## config.mk

```make
export PLATFORM = sky130hd
export DESIGN_NAME = filter_stim_driver
export DESIGN_NICKNAME = d
export VERILOG_FILES = /design/src/rtl/filter_stim_driver.sv
export SDC_FILE = /design/constraint.sdc
export NUM_CORES = 1
export LEC_CHECK = 0
export CORE_ASPECT_RATIO = 0.75
export CORE_MARGIN = 2
export CORE_UTILIZATION = 53
export CTS_BUF_LIST = sky130_fd_sc_hd__clkbuf_8 sky130_fd_sc_hd__clkbuf_16
export DETAILED_ROUTE_END_ITERATION = 10
export PLACE_DENSITY_LB_ADDON = 0.08
export SKIP_CTS_REPAIR_TIMING = 1
export SLEW_MARGIN = 15
export SYNTH_ARGS = -nofsm -noshare
export SYNTH_HDL_FRONTEND = slang
export SYNTH_SLANG_ARGS = --single-unit
```

## constraint.sdc

```tcl
create_clock -name clk -period 2.25 [get_ports clk]
set_input_delay 0.225 -clock clk [delete_from_list [all_inputs] [get_ports clk]]
set_output_delay 0.225 -clock clk [all_outputs]
set_load 0.02 [all_outputs]
```

## src/rtl/filter_stim_driver.sv

```systemverilog
// Stimulus initiator for the sensor/filter protocol: raises Start+Sensor, times the
// Actuator rise, holds Sensor for a programmed time, drops it, times the fall, reports.
module filter_stim_driver #(
    parameter int CNT_W       = 8,
    parameter int TIMEOUT     = 64,
    parameter int SYNC_STAGES = 2
) (
    input  logic             clk,
    input  logic             rst_n,
    input  logic             cmd_valid,
    output logic             cmd_ready,
    input  logic [CNT_W-1:0] cmd_hold,
    output logic             start,
    output logic             sensor,
    input  logic             actuator,
    output logic             busy,
    output logic             done,
    output logic [CNT_W-1:0] rise_lat,
    output logic [CNT_W-1:0] fall_lat,
    output logic             err_rise,
    output logic             err_fall
);

    typedef enum logic [2:0] {
        S_IDLE,
        S_RISE,
        S_HOLD,
        S_FALL,
        S_REPORT
    } state_t;

    localparam logic [CNT_W-1:0] CNT_LAST = CNT_W'(TIMEOUT - 1);
    localparam logic [CNT_W-1:0] CNT_TOUT = CNT_W'(TIMEOUT);
    localparam logic [CNT_W-1:0] CNT_ZERO = '0;
    localparam logic [CNT_W-1:0] CNT_ONE  = CNT_W'(1);

    // Reset is asserted asynchronously but released on a clock edge.
    logic [1:0] rst_sync_q;
    logic [1:0] rst_sync_d;
    logic       rst_int_n;

    always_comb begin
        rst_sync_d = {rst_sync_q[0], 1'b1};
    end

    always_ff @(posedge clk or negedge rst_n) begin
        if (!rst_n) begin
            rst_sync_q <= 2'b00;
        end else begin
            rst_sync_q <= rst_sync_d;
        end
    end

    assign rst_int_n = rst_sync_q[1];

    logic [SYNC_STAGES-1:0] sync_q;
    logic [SYNC_STAGES-1:0] sync_d;
    logic                   act_s;

    always_comb begin
        sync_d    = sync_q;
        sync_d[0] = actuator;
        for (int i = 1; i < SYNC_STAGES; i++) begin
            sync_d[i] = sync_q[i-1];
        end
    end

    always_ff @(posedge clk or negedge rst_int_n) begin
        if (!rst_int_n) begin
            sync_q <= '0;
        end else begin
            sync_q <= sync_d;
        end
    end

    assign act_s = sync_q[SYNC_STAGES-1];

    state_t           state_q,    state_d;
    logic [CNT_W-1:0] cnt_q,      cnt_d;
    logic [CNT_W-1:0] hold_cnt_q, hold_cnt_d;
    logic [CNT_W-1:0] hold_q,     hold_d;
    logic [CNT_W-1:0] rise_lat_q, rise_lat_d;
    logic [CNT_W-1:0] fall_lat_q, fall_lat_d;
    logic             err_rise_q, err_rise_d;
    logic             err_fall_q, err_fall_d;
    logic             accept;

    // A still-high actuator from a previous run would corrupt the next rise latency.
    assign cmd_ready = rst_int_n && (state_q == S_IDLE) && !act_s;
    assign accept    = cmd_valid && cmd_ready;

    always_comb begin
        state_d    = state_q;
        cnt_d      = cnt_q;
        hold_cnt_d = hold_cnt_q;
        hold_d     = hold_q;
        rise_lat_d = rise_lat_q;
        fall_lat_d = fall_lat_q;
        err_rise_d = err_rise_q;
        err_fall_d = err_fall_q;
        start      = 1'b0;
        sensor     = 1'b0;
        busy       = 1'b0;
        done       = 1'b0;

        case (state_q)
            S_IDLE: begin
                if (accept) begin
                    hold_d     = cmd_hold;
                    err_rise_d = 1'b0;
                    err_fall_d = 1'b0;
                    cnt_d      = CNT_ZERO;
                    state_d    = S_RISE;
                end
            end

            S_RISE: begin
                start  = 1'b1;
                sensor = 1'b1;
                busy   = 1'b1;
                cnt_d  = cnt_q + CNT_ONE;
                if (act_s) begin
                    rise_lat_d = cnt_q;
                    hold_cnt_d = CNT_ZERO;
                    state_d    = S_HOLD;
                end else if (cnt_q == CNT_LAST) begin
                    // Skip HOLD but still run FALL so Sensor is always left low.
                    err_rise_d = 1'b1;
                    rise_lat_d = CNT_TOUT;
                    cnt_d      = CNT_ZERO;
                    state_d    = S_FALL;
                end
            end

            S_HOLD: begin
                start      = 1'b1;
                sensor     = 1'b1;
                busy       = 1'b1;
                hold_cnt_d = hold_cnt_q + CNT_ONE;
                if (hold_cnt_q == hold_q) begin
                    cnt_d   = CNT_ZERO;
                    state_d = S_FALL;
                end
            end

            S_FALL: begin
                busy  = 1'b1;
                cnt_d = cnt_q + CNT_ONE;
                if (!act_s) begin
                    fall_lat_d = cnt_q;
                    state_d    = S_REPORT;
                end else if (cnt_q == CNT_LAST) begin
                    err_fall_d = 1'b1;
                    fall_lat_d = CNT_TOUT;
                    state_d    = S_REPORT;
                end
            end

            S_REPORT: begin
                done    = 1'b1;
                state_d = S_IDLE;
            end

            default: begin
                state_d = S_IDLE;
            end
        endcase
    end

    always_ff @(posedge clk or negedge rst_int_n) begin
        if (!rst_int_n) begin
            state_q    <= S_IDLE;
            cnt_q      <= '0;
            hold_cnt_q <= '0;
            hold_q     <= '0;
            rise_lat_q <= '0;
            fall_lat_q <= '0;
            err_rise_q <= 1'b0;
            err_fall_q <= 1'b0;
        end else begin
            state_q    <= state_d;
            cnt_q      <= cnt_d;
            hold_cnt_q <= hold_cnt_d;
            hold_q     <= hold_d;
            rise_lat_q <= rise_lat_d;
            fall_lat_q <= fall_lat_d;
            err_rise_q <= err_rise_d;
            err_fall_q <= err_fall_d;
        end
    end

    assign rise_lat = rise_lat_q;
    assign fall_lat = fall_lat_q;
    assign err_rise = err_rise_q;
    assign err_fall = err_fall_q;

endmodule
```

After elaboration in Yosys (flattened, before gate mapping)
Cells that the tools add are included.
{"block": "op_classes", "n_reduce_logical": 20, "div": 0, "add_sub_neg": 2, "n_lt_le_gt_ge": 0, "eq_ne": 16, "shifts": 0, "bitwise": 0, "mux": 26, "n_mul": 0}
{"cell": "8-bit two-way mux", "n": 8}
{"cell": "8-bit case mux with 4 select lines", "n": 1}
{"cell": "3-bit two-way mux", "n": 6}
{"cell": "8-bit by 1-bit adder with 8-bit output, second input constant", "n": 2}
{"cell": "8-bit case mux with 2 select lines", "n": 1}
{"cell": "2-bit != test, second input constant", "n": 7}
{"cell": "3-bit case mux with 4 select lines", "n": 1}
{"cell": "4-bit AND reduction", "n": 3}
{"cell": "8-bit by 6-bit == test with 1-bit output, second input constant", "n": 1}
{"cell": "8-bit == test", "n": 1}
{"cell": "2-bit AND reduction", "n": 4}
{"cell": "2-bit nonzero test", "n": 4}
{"cell": "1-bit two-way mux", "n": 7}
{"cell": "3-bit by 2-bit == test with 1-bit output, second input constant", "n": 2}
{"cell": "3-bit != test, second input constant", "n": 2}
{"cell": "1-bit case mux with 2 select lines", "n": 2}
{"cell": "4-bit nonzero test", "n": 1}
{"cell": "3-bit by 1-bit == test with 1-bit output, second input constant", "n": 1}
{"cell": "3-bit == test, second input constant", "n": 1}
{"cell": "1-bit logical AND", "n": 3}
{"cell": "3-bit zero test", "n": 1}
{"cell": "3-bit AND reduction", "n": 1}
{"cell": "3-bit OR reduction", "n": 1}
{"cell": "2-bit by 1-bit != test with 1-bit output, second input constant", "n": 1}
{"cell": "other kinds (2)", "n": 2}
{"block": "word_totals", "rom_bits": 0, "elab_cells": 74, "ram_bits": 0, "in_bits": 12, "latch_bits": 0, "ff_bits": 49, "output_inout_bits": 23, "memories": 0}

Longest topological paths before layout
Gate-level depths: netlist of the first run.
{"block": "logic_depth", "word_depth": 6, "mapped_depth": 6, "mapped_depth_nobuf": 5}

Worst setup path before layout of the first run
No wires, ideal clock.
{"block": "synth_path", "kind": "register -> register", "startpoint": "reg rst_sync_q[1]", "endpoint": "reg hold_q[0]", "arrival_ps": 2354, "n_path_buf": 0, "required_time_ps": 2125, "stages_incl_launch_ff": 4, "synth_period_minus_slack_ps": 2479, "path_slack_ps": -229, "setup_ps": 125, "path_cell_list": "dfrtp_1 > nor3b_4 > nand2_4 > mux2_4"}
{"block": "synth_between", "elab_chain_len": 4}
{"item": "start: declaration", "line": "38", "rtl": "logic [1:0] rst_sync_q;"}
{"item": "start signal: assignment", "line": "50", "rtl": "rst_sync_q <= rst_sync_d;"}
{"item": "1-bit logical AND (2 in a row)", "line": "89", "rtl": "assign cmd_ready = rst_int_n && (state_q == S_IDLE) && !act_s;"}
{"item": "named net cmd_ready", "line": "11", "rtl": "output logic cmd_ready,"}
{"item": "1-bit logical AND", "line": "90", "rtl": "assign accept = cmd_valid && cmd_ready;"}
{"item": "2-bit AND reduction (no source line)"}
{"item": "end signal: assignment", "line": "184", "rtl": "hold_q <= hold_d;"}
{"item": "end: declaration", "line": "81", "rtl": "logic [CNT_W-1:0] hold_q, hold_d;"}
The timed path passes the listed nets, and every way through them passes these cells.
A chain may end at the register's enable or synchronous reset.

Worst setup path in the final report of the first run
{"block": "layout_path", "startpoint": "reg state_q[1]", "endpoint": "out done"}
{"block": "layout_between", "elab_chain_len": 2}
{"item": "start: declaration", "line": "78", "rtl": "state_t state_q, state_d;"}
{"item": "start signal: assignment", "line": "181", "rtl": "state_q <= state_d;"}
{"item": "3-bit == test", "line": "106", "rtl": "case (state_q)"}
{"item": "1-bit two-way mux", "line": "106"}
{"item": "end: declaration", "line": "17", "rtl": "output logic done,"}
No other way between the ends.

==> tab_implementation.tex, run 1 <==
\begin{tabular}{lr}
\hline
Metric & Value \\
\hline
\multicolumn{2}{l}{\textbf{Power}} \\
Sequential power share & 0.402 \\
Net switching power of the design & 1500 uW \\
Comb pwr share & 0.450 \\
Cell internal pwr & 2310 uW \\
Worst IR drop on VDD & 0.000631 V \\
Power density cells & 1350 nW/um\^{}2 \\
Portion of total power attributed to the clock network & 0.147 \\
Sw frac & 0.394 \\
Static leakage & 0.00128 uW \\
\multicolumn{2}{l}{\textbf{Logic synthesis}} \\
Cell count after synthesis & 209 \\
Syn. warnings & 0 \\
Number of distinct library cells after synthesis & 51 \\
Sequential area share after synthesis & 0.527 \\
Netlist Area Pre-Place & 2330 sq um \\
Post-Synthesis Mean Instance Area & 11.1 sq um \\
Flip-flop and latch count after synthesis & 49 \\
Net count after synthesis & 223 \\
\multicolumn{2}{l}{\textbf{Placement}} \\
Total of buffers placed on input and output ports & 34 \\
Placed Instance Area & 2710 sq um \\
Total half-perimeter wirelength after legalization and detailed placement & 3370 um \\
Placer's final routability congestion estimate & 0.821 \\
\multicolumn{2}{l}{\textbf{Timing}} \\
Hold Worst Slack & 72.9 ps \\
Setup Skew & 12.6 ps \\
Final period util & 0.935 \\
Count of final setup violators & 0 \\
Highest attainable clock frequency & 0.475 GHz \\
Setup repair after global routing missed its margin & false \\
Headroom to the max-slew limit & 0.583 \\
Number of failing hold endpoints at the final stage & 0 \\
Slew at the pin closest to its max-slew limit & 621 ps \\
Final worst path period need & 2100 ps \\
Fin. max-slew vios & 0 \\
\multicolumn{2}{l}{\textbf{Floorplan}} \\
Die Height & 61.4 um \\
Number of top-level pins & 35 \\
Die outline area & 4940 sq um \\
Std cell rows & 20 \\
Floorplan Core Area & 4130 sq um \\
Effective utilization at floorplan & 0.563 \\
Die span in x & 80.5 um \\
\multicolumn{2}{l}{\textbf{Job}} \\
Max-cap viol count & 0 \\
\multicolumn{2}{l}{\textbf{Critical path}} \\
Data arrival, critical path & 1880 ps \\
Class of the most critical setup path & reg2out \\
Required time worst endpoint & 2030 ps \\
Worst path top cell family by delay & buffers and inverters \\
Sort of element at the start of the critical path & register \\
R2r worst-path depth & 5 \\
Crit. path cell count & 4 \\
Slowest Stage Delay on Critical Path & 600 ps \\
Worst setup path startpoint & state\_q[1]\$\_DFFE\_PN0P\_ \\
End point of the critical path & done \\
Capturing point of the worst reg2reg path & state\_q[1]\$\_DFFE\_PN0P\_ \\
Crit path cell chain & buf\_4 -> nor2\_1 -> and2\_1 -> clkdlybuf4s50\_1 \\
Buffers and inverters on the worst path & 2 \\
Crit path max fanout & 10 \\
Slowest CP cell & sky130\_fd\_sc\_hd\_\_clkdlybuf4s50\_1 \\
Worst-case register-to-register setup slack & 170 ps \\
Startpoint of the most critical register-to-register path & cnt\_q[0]\$\_DFFE\_PN0P\_ \\
Crit end category & output port \\
\multicolumn{2}{l}{\textbf{Routing}} \\
Routed via count & 1700 \\
Via density & 5.70 \\
Post-route ant nets & 0 \\
1st-iter DRT viols & 101 \\
Average wire length per cell after detail routing & 15.6 um \\
Remaining design rule violation count & 0 \\
Drt total wl & 4660 um \\
Iteration count of the initial detailed-routing pass & 4 \\
\multicolumn{2}{l}{\textbf{Clock tree}} \\
Clock root buffer master & sky130\_fd\_sc\_hd\_\_clkbuf\_8 \\
Register clock-pin slew on the reported worst setup and hold paths & 80 ps \\
TritonCTS clock tree & built \\
Clock tree sinks & 49 \\
H-tree lvl count & 2 \\
Clock buffers created by TritonCTS & 5 \\
Clock tree buffer depth & 2 \\
Latest clock arrival within the worst-skew pair & 310 ps \\
\multicolumn{2}{l}{\textbf{Layout}} \\
\# nets final & 256 \\
Ratio of cells with drive above 1 in the final layout & 0.132 \\
Layout overhead on the synthesized area & 21.0\% \\
Area occupied by multi-input gates & 1000 sq um \\
Post-route cell area & 2820 sq um \\
Sequential cell area & 1230 sq um \\
Number of inserted diodes & 0 \\
Layout fillers & 316 \\
\multicolumn{2}{l}{\textbf{GRT}} \\
Number of global-route vias before repair & 1626 \\
Global-route wire length before repair & 7880 um \\
Antenna violations before repair & 0 \\
All-Layer GR Usage & 0.214 \\
Largest net degree at the start of global routing & 38 \\
Leftover overflow at the end of global routing & 0 \\
\multicolumn{2}{l}{\textbf{Run status}} \\
Result of the run & finished clean \\
\multicolumn{2}{l}{\textbf{Min path}} \\
Hold/Removal Path Class & in2async \\
\hline
\end{tabular}
per-stage QoR:
stage / total power [uW] / instances / worst slack (ps) / utilization / setup TNS, ps
floorplan: 2640 / 209 / 260 / - / 0
global placement: 3210 / 290 / 246 / 0.656 / 0
detailed placement: 3260 / 290 / 214 / 0.656 / 0
CTS: 3840 / 298 / -129 / 0.680 / -276
global route: 4080 / 298 / 52.6 / 0.682 / 0
finish: 3810 / 298 / 147 / 0.682 / 0
kinds of logic after synthesis:
| family | count (synthesis) | share of synthesized area |
|---|---|---|
| compound gates | 56 | 0.167 |
| simple gates | 56 | 0.139 |
| flops | 49 | 0.527 |
| buf+inv | 22 | 0.0430 |
| mux | 12 | 0.0694 |
| xor+xnor | 11 | 0.0414 |
| fa+ha+maj | 2 | 0.0108 |
| other cells | 1 | 0.00161 |
sequential cells by signal (all words and copies together) (netlist names):
signal	count
fall_lat	8
cnt_q	8
err_fall	1
rise_lat	8
rst_sync_q	2
hold_cnt_q	8
sync_q	2
hold_q	8
state_q	3
err_rise	1
synthesized netlist by cell type, drive strengths merged:
library cell,instances,area (sq um)
nor3b,3,33.8
o21a,1,7.51
nand3b,1,7.51
a211oi,1,7.51
nor2,13,48.8
clkbuf,8,30.0
xor2,1,8.76
a22o,14,123
mux2i,3,30.0
a21boi,1,7.51
mux2,9,131
and3,3,18.8
and2b,1,7.51
a311oi,1,8.76
buf,5,36.3
and4,1,8.76
nand4,3,18.8
o21ai,15,78.8
ha,2,25.0
inv,9,33.8
nor3,3,20.0
nor4bb,1,10.0
and2,2,12.5
nor4,2,12.5
dfrtp,49,1230
a21oi,11,55.1
a221oi,1,8.76
a32oi,2,17.5
a31o,1,8.76
or3,1,11.3
o21bai,1,11.3
a41oi,2,17.5
xnor2,10,87.6
a22oi,1,7.51
a21o,1,7.51
nand3,6,30.0
nand2b,1,6.26
a31oi,2,12.5
conb,1,3.75
or3b,1,8.76
and4bb,1,12.5
o211a,1,10.0
nand2,13,56.3
worst min path at each step:
stage                     slack, ps  depth (start not counted)                       to
final                            70                          1  rst_sync_q[1]$_DFF_PN0_
after global routing             70                          1  rst_sync_q[0]$_DFF_PN0_
after CTS                        70                          1  rst_sync_q[0]$_DFF_PN0_
after detailed placement        160                          0   state_q[1]$_DFFE_PN0P_
after global placement          150                          0   state_q[1]$_DFFE_PN0P_
after floorplan                 -70                          0  rst_sync_q[0]$_DFF_PN0_
routing by layer:
metal / wire, um / vias to the layer above / global-route usage
li1: - / 818 / -
met1: 2380 / 817 / 0.330
met2: 1910 / 58 / 0.289
met3: 320 / 7 / 0.0513
met4: 51 / 0 / 0.0920
met5: 0 / - / 0
layout make-up:
cell class | instances | share of cell area
clock buffers | 6 | 0.0293
multi-input cells | 138 | 0.355
repair buffers | 39 | 0.137
clock inverters | 2 | 0.00622
flip-flops and latches | 49 | 0.436
inverters | 9 | 0.0120
well taps | 55 | 0.0244
cell usage in the layout, fill, tap and decap left out, types with 2 or more instances in the layout:
cell / n
sky130_fd_sc_hd__a21oi_1: 11
sky130_fd_sc_hd__a22o_1: 14
sky130_fd_sc_hd__a31oi_1: 2
sky130_fd_sc_hd__a32oi_1: 2
sky130_fd_sc_hd__a41oi_1: 2
sky130_fd_sc_hd__and2_1: 2
sky130_fd_sc_hd__and3_1: 3
sky130_fd_sc_hd__buf_4: 5
sky130_fd_sc_hd__clkbuf_8: 6
sky130_fd_sc_hd__clkdlybuf4s50_1: 31
sky130_fd_sc_hd__dfrtp_1: 48
sky130_fd_sc_hd__dlymetal6s2s_1: 3
sky130_fd_sc_hd__ha_1: 2
sky130_fd_sc_hd__inv_1: 9
sky130_fd_sc_hd__mux2_4: 8
sky130_fd_sc_hd__mux2i_1: 3
sky130_fd_sc_hd__nand2_1: 12
sky130_fd_sc_hd__nand3_1: 6
sky130_fd_sc_hd__nand4_1: 3
sky130_fd_sc_hd__nor2_1: 13
sky130_fd_sc_hd__nor3_1: 2
sky130_fd_sc_hd__nor3b_1: 2
sky130_fd_sc_hd__nor4_1: 2
sky130_fd_sc_hd__o21ai_0: 13
sky130_fd_sc_hd__xnor2_1: 10
power groups by stage:
stage / Sequential [uW] / Clock (uW) / Combinational [uW]
after floorplan: 1580 / 0 / 1060
after global placement: 1520 / 0 / 1690
after detailed placement: 1540 / 0 / 1720
after CTS: 1530 / 577 / 1730
after global routing: 1590 / 618 / 1870
final: 1530 / 562 / 1720
Power figures use the tool's default switching activity.
==> run 2, diff against run 1 <==
--- a/config.mk
+++ b/config.mk
@@ -5,7 +5,7 @@
 export SDC_FILE = /design/constraint.sdc
 export NUM_CORES = 1
 export LEC_CHECK = 0
-export CORE_ASPECT_RATIO = 0.75
+export CORE_ASPECT_RATIO = 1.5
 export CORE_MARGIN = 2
 export CORE_UTILIZATION = 53
 export CTS_BUF_LIST = sky130_fd_sc_hd__clkbuf_8 sky130_fd_sc_hd__clkbuf_16
==> tab_implementation.tex, run 2 (synthesized netlist as in run 1, its figures left out) <==
\begin{tabular}{lr}
\hline
Metric & Value \\
\hline
\multicolumn{2}{l}{\textbf{Run status}} \\
Result of the run & finished clean \\
\multicolumn{2}{l}{\textbf{Critical path}} \\
Startpoint of the most critical register-to-register path & cnt\_q[0]\$\_DFFE\_PN0P\_ \\
Worst setup path startpoint & state\_q[1]\$\_DFFE\_PN0P\_ \\
Sort of element at the start of the critical path & register \\
Data arrival, critical path & 1860 ps \\
End point of the critical path & done \\
Class of the most critical setup path & reg2out \\
Capturing point of the worst reg2reg path & state\_q[1]\$\_DFFE\_PN0P\_ \\
Worst-case register-to-register setup slack & 350 ps \\
Required time worst endpoint & 2030 ps \\
Crit end category & output port \\
R2r worst-path depth & 5 \\
Crit path max fanout & 10 \\
\multicolumn{2}{l}{\textbf{Clock tree}} \\
TritonCTS clock tree & built \\
Clock buffers created by TritonCTS & 5 \\
Clock root buffer master & sky130\_fd\_sc\_hd\_\_clkbuf\_8 \\
Latest clock arrival within the worst-skew pair & 290 ps \\
Clock tree buffer depth & 2 \\
Register clock-pin slew on the reported worst setup and hold paths & 80 ps \\
Clock tree sinks & 49 \\
H-tree lvl count & 2 \\
\multicolumn{2}{l}{\textbf{Layout}} \\
\# nets final & 258 \\
Leading cell type in the layout, fill and taps excluded & sky130\_fd\_sc\_hd\_\_dfrtp\_1 \\
Ratio of cells with drive above 1 in the final layout & 0.135 \\
Layout fillers & 353 \\
Highest-count cells in the layout ignoring fill and taps & sky130\_fd\_sc\_hd\_\_dfrtp\_1 (48), sky130\_fd\_sc\_hd\_\_clkdlybuf4s50\_1 (31), sky130\_fd\_sc\_hd\_\_a22o\_1 (14) \\
Layout overhead on the synthesized area & 20.4\% \\
Number of standard cells in the layout, taps in and fillers out & 291 \\
Core utilization of the finished layout & 0.666 \\
Number of inserted diodes & 0 \\
\multicolumn{2}{l}{\textbf{Routing}} \\
Via density & 5.95 \\
Drt total wl & 4900 um \\
Post-route ant nets & 0 \\
Routed via count & 1731 \\
Iteration count of the initial detailed-routing pass & 4 \\
Average wire length per cell after detail routing & 16.8 um \\
1st-iter DRT viols & 52 \\
Remaining design rule violation count & 0 \\
\multicolumn{2}{l}{\textbf{Timing}} \\
Slew at the pin closest to its max-slew limit & 679 ps \\
Count of final setup violators & 0 \\
Setup repair after global routing missed its margin & false \\
Headroom to the max-slew limit & 0.544 \\
Final worst path period need & 2090 ps \\
Hold Worst Slack & 92.1 ps \\
Final period util & 0.929 \\
Setup Skew & 7.98 ps \\
Fin. max-slew vios & 0 \\
Total Negative Setup Slacks & 0 ps \\
Highest attainable clock frequency & 0.479 GHz \\
Number of failing hold endpoints at the final stage & 0 \\
\multicolumn{2}{l}{\textbf{Placement}} \\
Placer's final routability congestion estimate & 0.872 \\
Total of buffers placed on input and output ports & 34 \\
Inst Count DP & 283 \\
Total half-perimeter wirelength after legalization and detailed placement & 3630 um \\
\multicolumn{2}{l}{\textbf{GRT}} \\
Leftover overflow at the end of global routing & 0 \\
Global-route wire length before repair & 8300 um \\
Antenna violations before repair & 0 \\
All-Layer GR Usage & 0.217 \\
Largest net degree at the start of global routing & 30 \\
Number of global-route vias before repair & 1753 \\
\multicolumn{2}{l}{\textbf{Job}} \\
Max-cap viol count & 0 \\
\multicolumn{2}{l}{\textbf{Power}} \\
Power density cells & 1350 nW/um\^{}2 \\
Static leakage & 0.00128 uW \\
Sw frac & 0.395 \\
Worst IR drop on VDD & 0.000985 V \\
Net switching power of the design & 1490 uW \\
Sequential power share & 0.402 \\
Cell internal pwr & 2280 uW \\
Portion of total power attributed to the clock network & 0.131 \\
Comb pwr share & 0.468 \\
\multicolumn{2}{l}{\textbf{Floorplan}} \\
Die Height & 85.1 um \\
Floorplan Core Area & 4210 sq um \\
Std cell rows & 29 \\
Number of top-level pins & 35 \\
Die outline area & 4950 sq um \\
Die span in x & 58.1 um \\
Effective utilization at floorplan & 0.553 \\
\multicolumn{2}{l}{\textbf{Min path}} \\
Hold/Removal Path Class & in2async \\
\hline
\end{tabular}
[run 2: worst min path at each step]
| stage | to | slack, ps | cells past startpoint |
|---|---|---|---|
| after global placement | state_q[1]$_DFFE_PN0P_ | 260 | 1 |
| after global routing | rst_sync_q[0]$_DFF_PN0_ | 80 | 1 |
| final | rst_sync_q[1]$_DFF_PN0_ | 90 | 1 |
| after CTS | rst_sync_q[0]$_DFF_PN0_ | 80 | 1 |
| after floorplan | rst_sync_q[0]$_DFF_PN0_ | -70 | 0 |
| after detailed placement | state_q[1]$_DFFE_PN0P_ | 270 | 1 |
[run 2: critical path: stages (launching register included)]
cell and delay [ps]:
sky130_fd_sc_hd__dfrtp_1 420, sky130_fd_sc_hd__buf_4 180, sky130_fd_sc_hd__nor2_1 210, sky130_fd_sc_hd__and2_1 160
sky130_fd_sc_hd__clkdlybuf4s50_1 600
[run 2: power groups by stage]
stage               logic [uW]  clock network (uW)  registers [uW]
floorplan                 1060                   0            1580
global placement          1720                   0            1500
detailed placement        1760                   0            1530
CTS                       1780                 503            1510
global route              1910                 537            1560
finish                    1760                 493            1510
[run 2: metrics by stage]
stage | instance area [sq um] | total power (uW) | setup WS (ps)
2_1_floorplan | 2330 | 2640 | 260
6_report | 2800 | 3770 | 161
4_1_cts | 2790 | 3790 | -123
5_1_grt | 2800 | 4010 | 41.8
3_3_place_gp | 2710 | 3220 | 238
3_5_place_dp | 2710 | 3290 | 199
[run 2: area by class of cell]
class                      instances  area (sq um)  share of cell area
clock buffer                       5          68.8              0.0246
clock inverter                     3          13.8             0.00491
inverter                           9          33.8              0.0121
multi-input combinational        138          1000               0.357
sequential                        49          1230               0.438
tap                               46          57.6              0.0205
timing repair buffer              41           400               0.143
[run 2: layer usage]
layer  wire (um)  part of all wire  track usage
met1        2060              0.42        0.276
met2        2580              0.53        0.368
met3         204             0.042       0.0396
met4          55             0.011       0.0719
met5           0                 0            0
==> run 3, diff against run 2 <==
--- a/config.mk
+++ b/config.mk
@@ -7,7 +7,7 @@
 export LEC_CHECK = 0
 export CORE_ASPECT_RATIO = 1.5
 export CORE_MARGIN = 2
-export CORE_UTILIZATION = 53
+export CORE_UTILIZATION = 50
 export CTS_BUF_LIST = sky130_fd_sc_hd__clkbuf_8 sky130_fd_sc_hd__clkbuf_16
 export DETAILED_ROUTE_END_ITERATION = 10
 export PLACE_DENSITY_LB_ADDON = 0.08
==> tab_implementation.tex, run 3 (synthesized netlist as in run 1, its figures left out) <==
\begin{tabular}{lr}
\hline
Metric & Value \\
\hline
\multicolumn{2}{l}{\textbf{Timing}} \\
Setup repair after global routing missed its margin & false \\
Final worst path period need & 2120 ps \\
Total Negative Setup Slacks & 0 ps \\
Headroom to the max-slew limit & 0.558 \\
Fin. max-slew vios & 0 \\
Number of failing hold endpoints at the final stage & 0 \\
Highest attainable clock frequency & 0.472 GHz \\
Final period util & 0.942 \\
Slew at the pin closest to its max-slew limit & 658 ps \\
Count of final setup violators & 0 \\
Setup Skew & 9.21 ps \\
\multicolumn{2}{l}{\textbf{Placement}} \\
Placer's final routability congestion estimate & 0.915 \\
Total half-perimeter wirelength after legalization and detailed placement & 3620 um \\
Total of buffers placed on input and output ports & 34 \\
\multicolumn{2}{l}{\textbf{Critical path}} \\
Crit path max fanout & 9 \\
Crit end category & output port \\
Required time worst endpoint & 2030 ps \\
Sort of element at the start of the critical path & register \\
Buffers and inverters on the worst path & 2 \\
Worst path top cell family by delay & buffers and inverters \\
Crit path cell chain & buf\_4 -> nor2\_1 -> and2\_1 -> clkdlybuf4s50\_1 \\
Class of the most critical setup path & reg2out \\
Data arrival, critical path & 1890 ps \\
Slowest CP cell & sky130\_fd\_sc\_hd\_\_clkdlybuf4s50\_1 \\
Slowest Stage Delay on Critical Path & 600 ps \\
\multicolumn{2}{l}{\textbf{Floorplan}} \\
Floorplan Core Area & 4500 sq um \\
Number of top-level pins & 35 \\
Die outline area & 5220 sq um \\
Std cell rows & 30 \\
Die Height & 87.5 um \\
Die span in x & 59.7 um \\
Effective utilization at floorplan & 0.516 \\
\multicolumn{2}{l}{\textbf{Layout}} \\
Number of inserted diodes & 0 \\
Layout fillers & 363 \\
Layout overhead on the synthesized area & 21.5\% \\
Ratio of cells with drive above 1 in the final layout & 0.131 \\
Highest-count cells in the layout ignoring fill and taps & sky130\_fd\_sc\_hd\_\_dfrtp\_1 (48), sky130\_fd\_sc\_hd\_\_clkdlybuf4s50\_1 (31), sky130\_fd\_sc\_hd\_\_a22o\_1 (14) \\
Leading cell type in the layout, fill and taps excluded & sky130\_fd\_sc\_hd\_\_dfrtp\_1 \\
\# nets final & 257 \\
Core utilization of the finished layout & 0.627 \\
\multicolumn{2}{l}{\textbf{Clock tree}} \\
Clock root buffer master & sky130\_fd\_sc\_hd\_\_clkbuf\_8 \\
Clock tree buffer depth & 2 \\
Clock buffers created by TritonCTS & 5 \\
Latest clock arrival within the worst-skew pair & 300 ps \\
TritonCTS clock tree & built \\
H-tree lvl count & 2 \\
Clock tree sinks & 49 \\
Register clock-pin slew on the reported worst setup and hold paths & 90 ps \\
\multicolumn{2}{l}{\textbf{GRT}} \\
Largest net degree at the start of global routing & 48 \\
Global-route wire length before repair & 8190 um \\
Leftover overflow at the end of global routing & 0 \\
Number of global-route vias before repair & 1657 \\
All-Layer GR Usage & 0.209 \\
Antenna violations before repair & 0 \\
\multicolumn{2}{l}{\textbf{Power}} \\
Static leakage & 0.00129 uW \\
Worst IR drop on VDD & 0.000752 V \\
Power density cells & 1370 nW/um\^{}2 \\
\multicolumn{2}{l}{\textbf{Routing}} \\
Average wire length per cell after detail routing & 17.3 um \\
Via density & 5.94 \\
1st-iter DRT viols & 78 \\
Routed via count & 1734 \\
Post-route ant nets & 0 \\
Remaining design rule violation count & 0 \\
Iteration count of the initial detailed-routing pass & 4 \\
Drt total wl & 5040 um \\
\multicolumn{2}{l}{\textbf{Min path}} \\
Hold/Removal Path Class & in2async \\
\multicolumn{2}{l}{\textbf{Run status}} \\
Result of the run & finished clean \\
\multicolumn{2}{l}{\textbf{Job}} \\
Max-cap viol count & 0 \\
\hline
\end{tabular}
run 3: cell types whose count changed in the layout (fill, tap and decap cells not counted):
| cell | previous run | this run |
|---|---|---|
| sky130_fd_sc_hd__clkinv_4 | 0 | 1 |
| sky130_fd_sc_hd__buf_4 | 7 | 6 |
| sky130_fd_sc_hd__clkinv_2 | 2 | 0 |
| sky130_fd_sc_hd__bufinv_16 | 0 | 1 |
run 3: final cells by class:
cell class,instances,area (sq um),area share
repair buffers,40,393,0.139
multi-input cells,138,1000,0.354
well taps,48,60.1,0.0213
inverters,9,33.8,0.0120
clock inverters,3,42.5,0.0151
clock buffers,5,68.8,0.0244
flip-flops and latches,49,1230,0.434
run 3: where the power goes:
group	total, uW	internal, uW	switching (uW)
clock	616	329	287
sequential	1500	1200	305
combinational	1760	863	900
run 3: layer usage:
| metal | routed length, um | track usage | vias to the layer above | part of all wire |
|---|---|---|---|---|
| li1 | - | - | 816 | - |
| met3 | 165 | 0.0384 | 11 | 0.033 |
| met2 | 2670 | 0.344 | 38 | 0.53 |
| met5 | 0 | 0 | - | 0 |
| met4 | 147 | 0.0990 | 0 | 0.029 |
| met1 | 2060 | 0.261 | 869 | 0.41 |
run 3: worst reg2reg max path, cell delays in order (launching register included):
cell and delay, ps:
sky130_fd_sc_hd__dfrtp_1 360, sky130_fd_sc_hd__ha_1 260, sky130_fd_sc_hd__nor4bb_1 380, sky130_fd_sc_hd__and2_1 330, sky130_fd_sc_hd__mux2_2 370, sky130_fd_sc_hd__a21boi_1 150
run 3: metrics by stage:
stage / hold slack, ps / total power, uW / std cells / worst slack (ps) / area (sq um)
5_1_grt: 61.1 / 4120 / 292 / 59.5 / 2830
3_5_place_dp: 337 / 3280 / 284 / 214 / 2710
3_3_place_gp: 334 / 3230 / 284 / 251 / 2710
4_1_cts: 62.8 / 3920 / 292 / -124 / 2820
6_report: 67.4 / 3880 / 292 / 130 / 2830
2_1_floorplan: -70.6 / 2640 / 209 / 260 / 2330
run 3: final timing paths:
check	from	endpoint	slack, ps	cells past startpoint
min in group clk	sync_q[0]$_DFF_PN0_	sync_q[1]$_DFF_PN0_	350	0
max in group asynchronous	rst_sync_q[1]$_DFF_PN0_	hold_cnt_q[5]$_DFFE_PN0P_	1390	1
worst min-delay path	rst_n	rst_sync_q[0]$_DFF_PN0_	70	1
worst max register to register	cnt_q[0]$_DFFE_PN0P_	state_q[1]$_DFFE_PN0P_	330	5
worst max-delay path	state_q[1]$_DFFE_PN0P_	done	130	4
worst min register to register	sync_q[0]$_DFF_PN0_	sync_q[1]$_DFF_PN0_	350	0
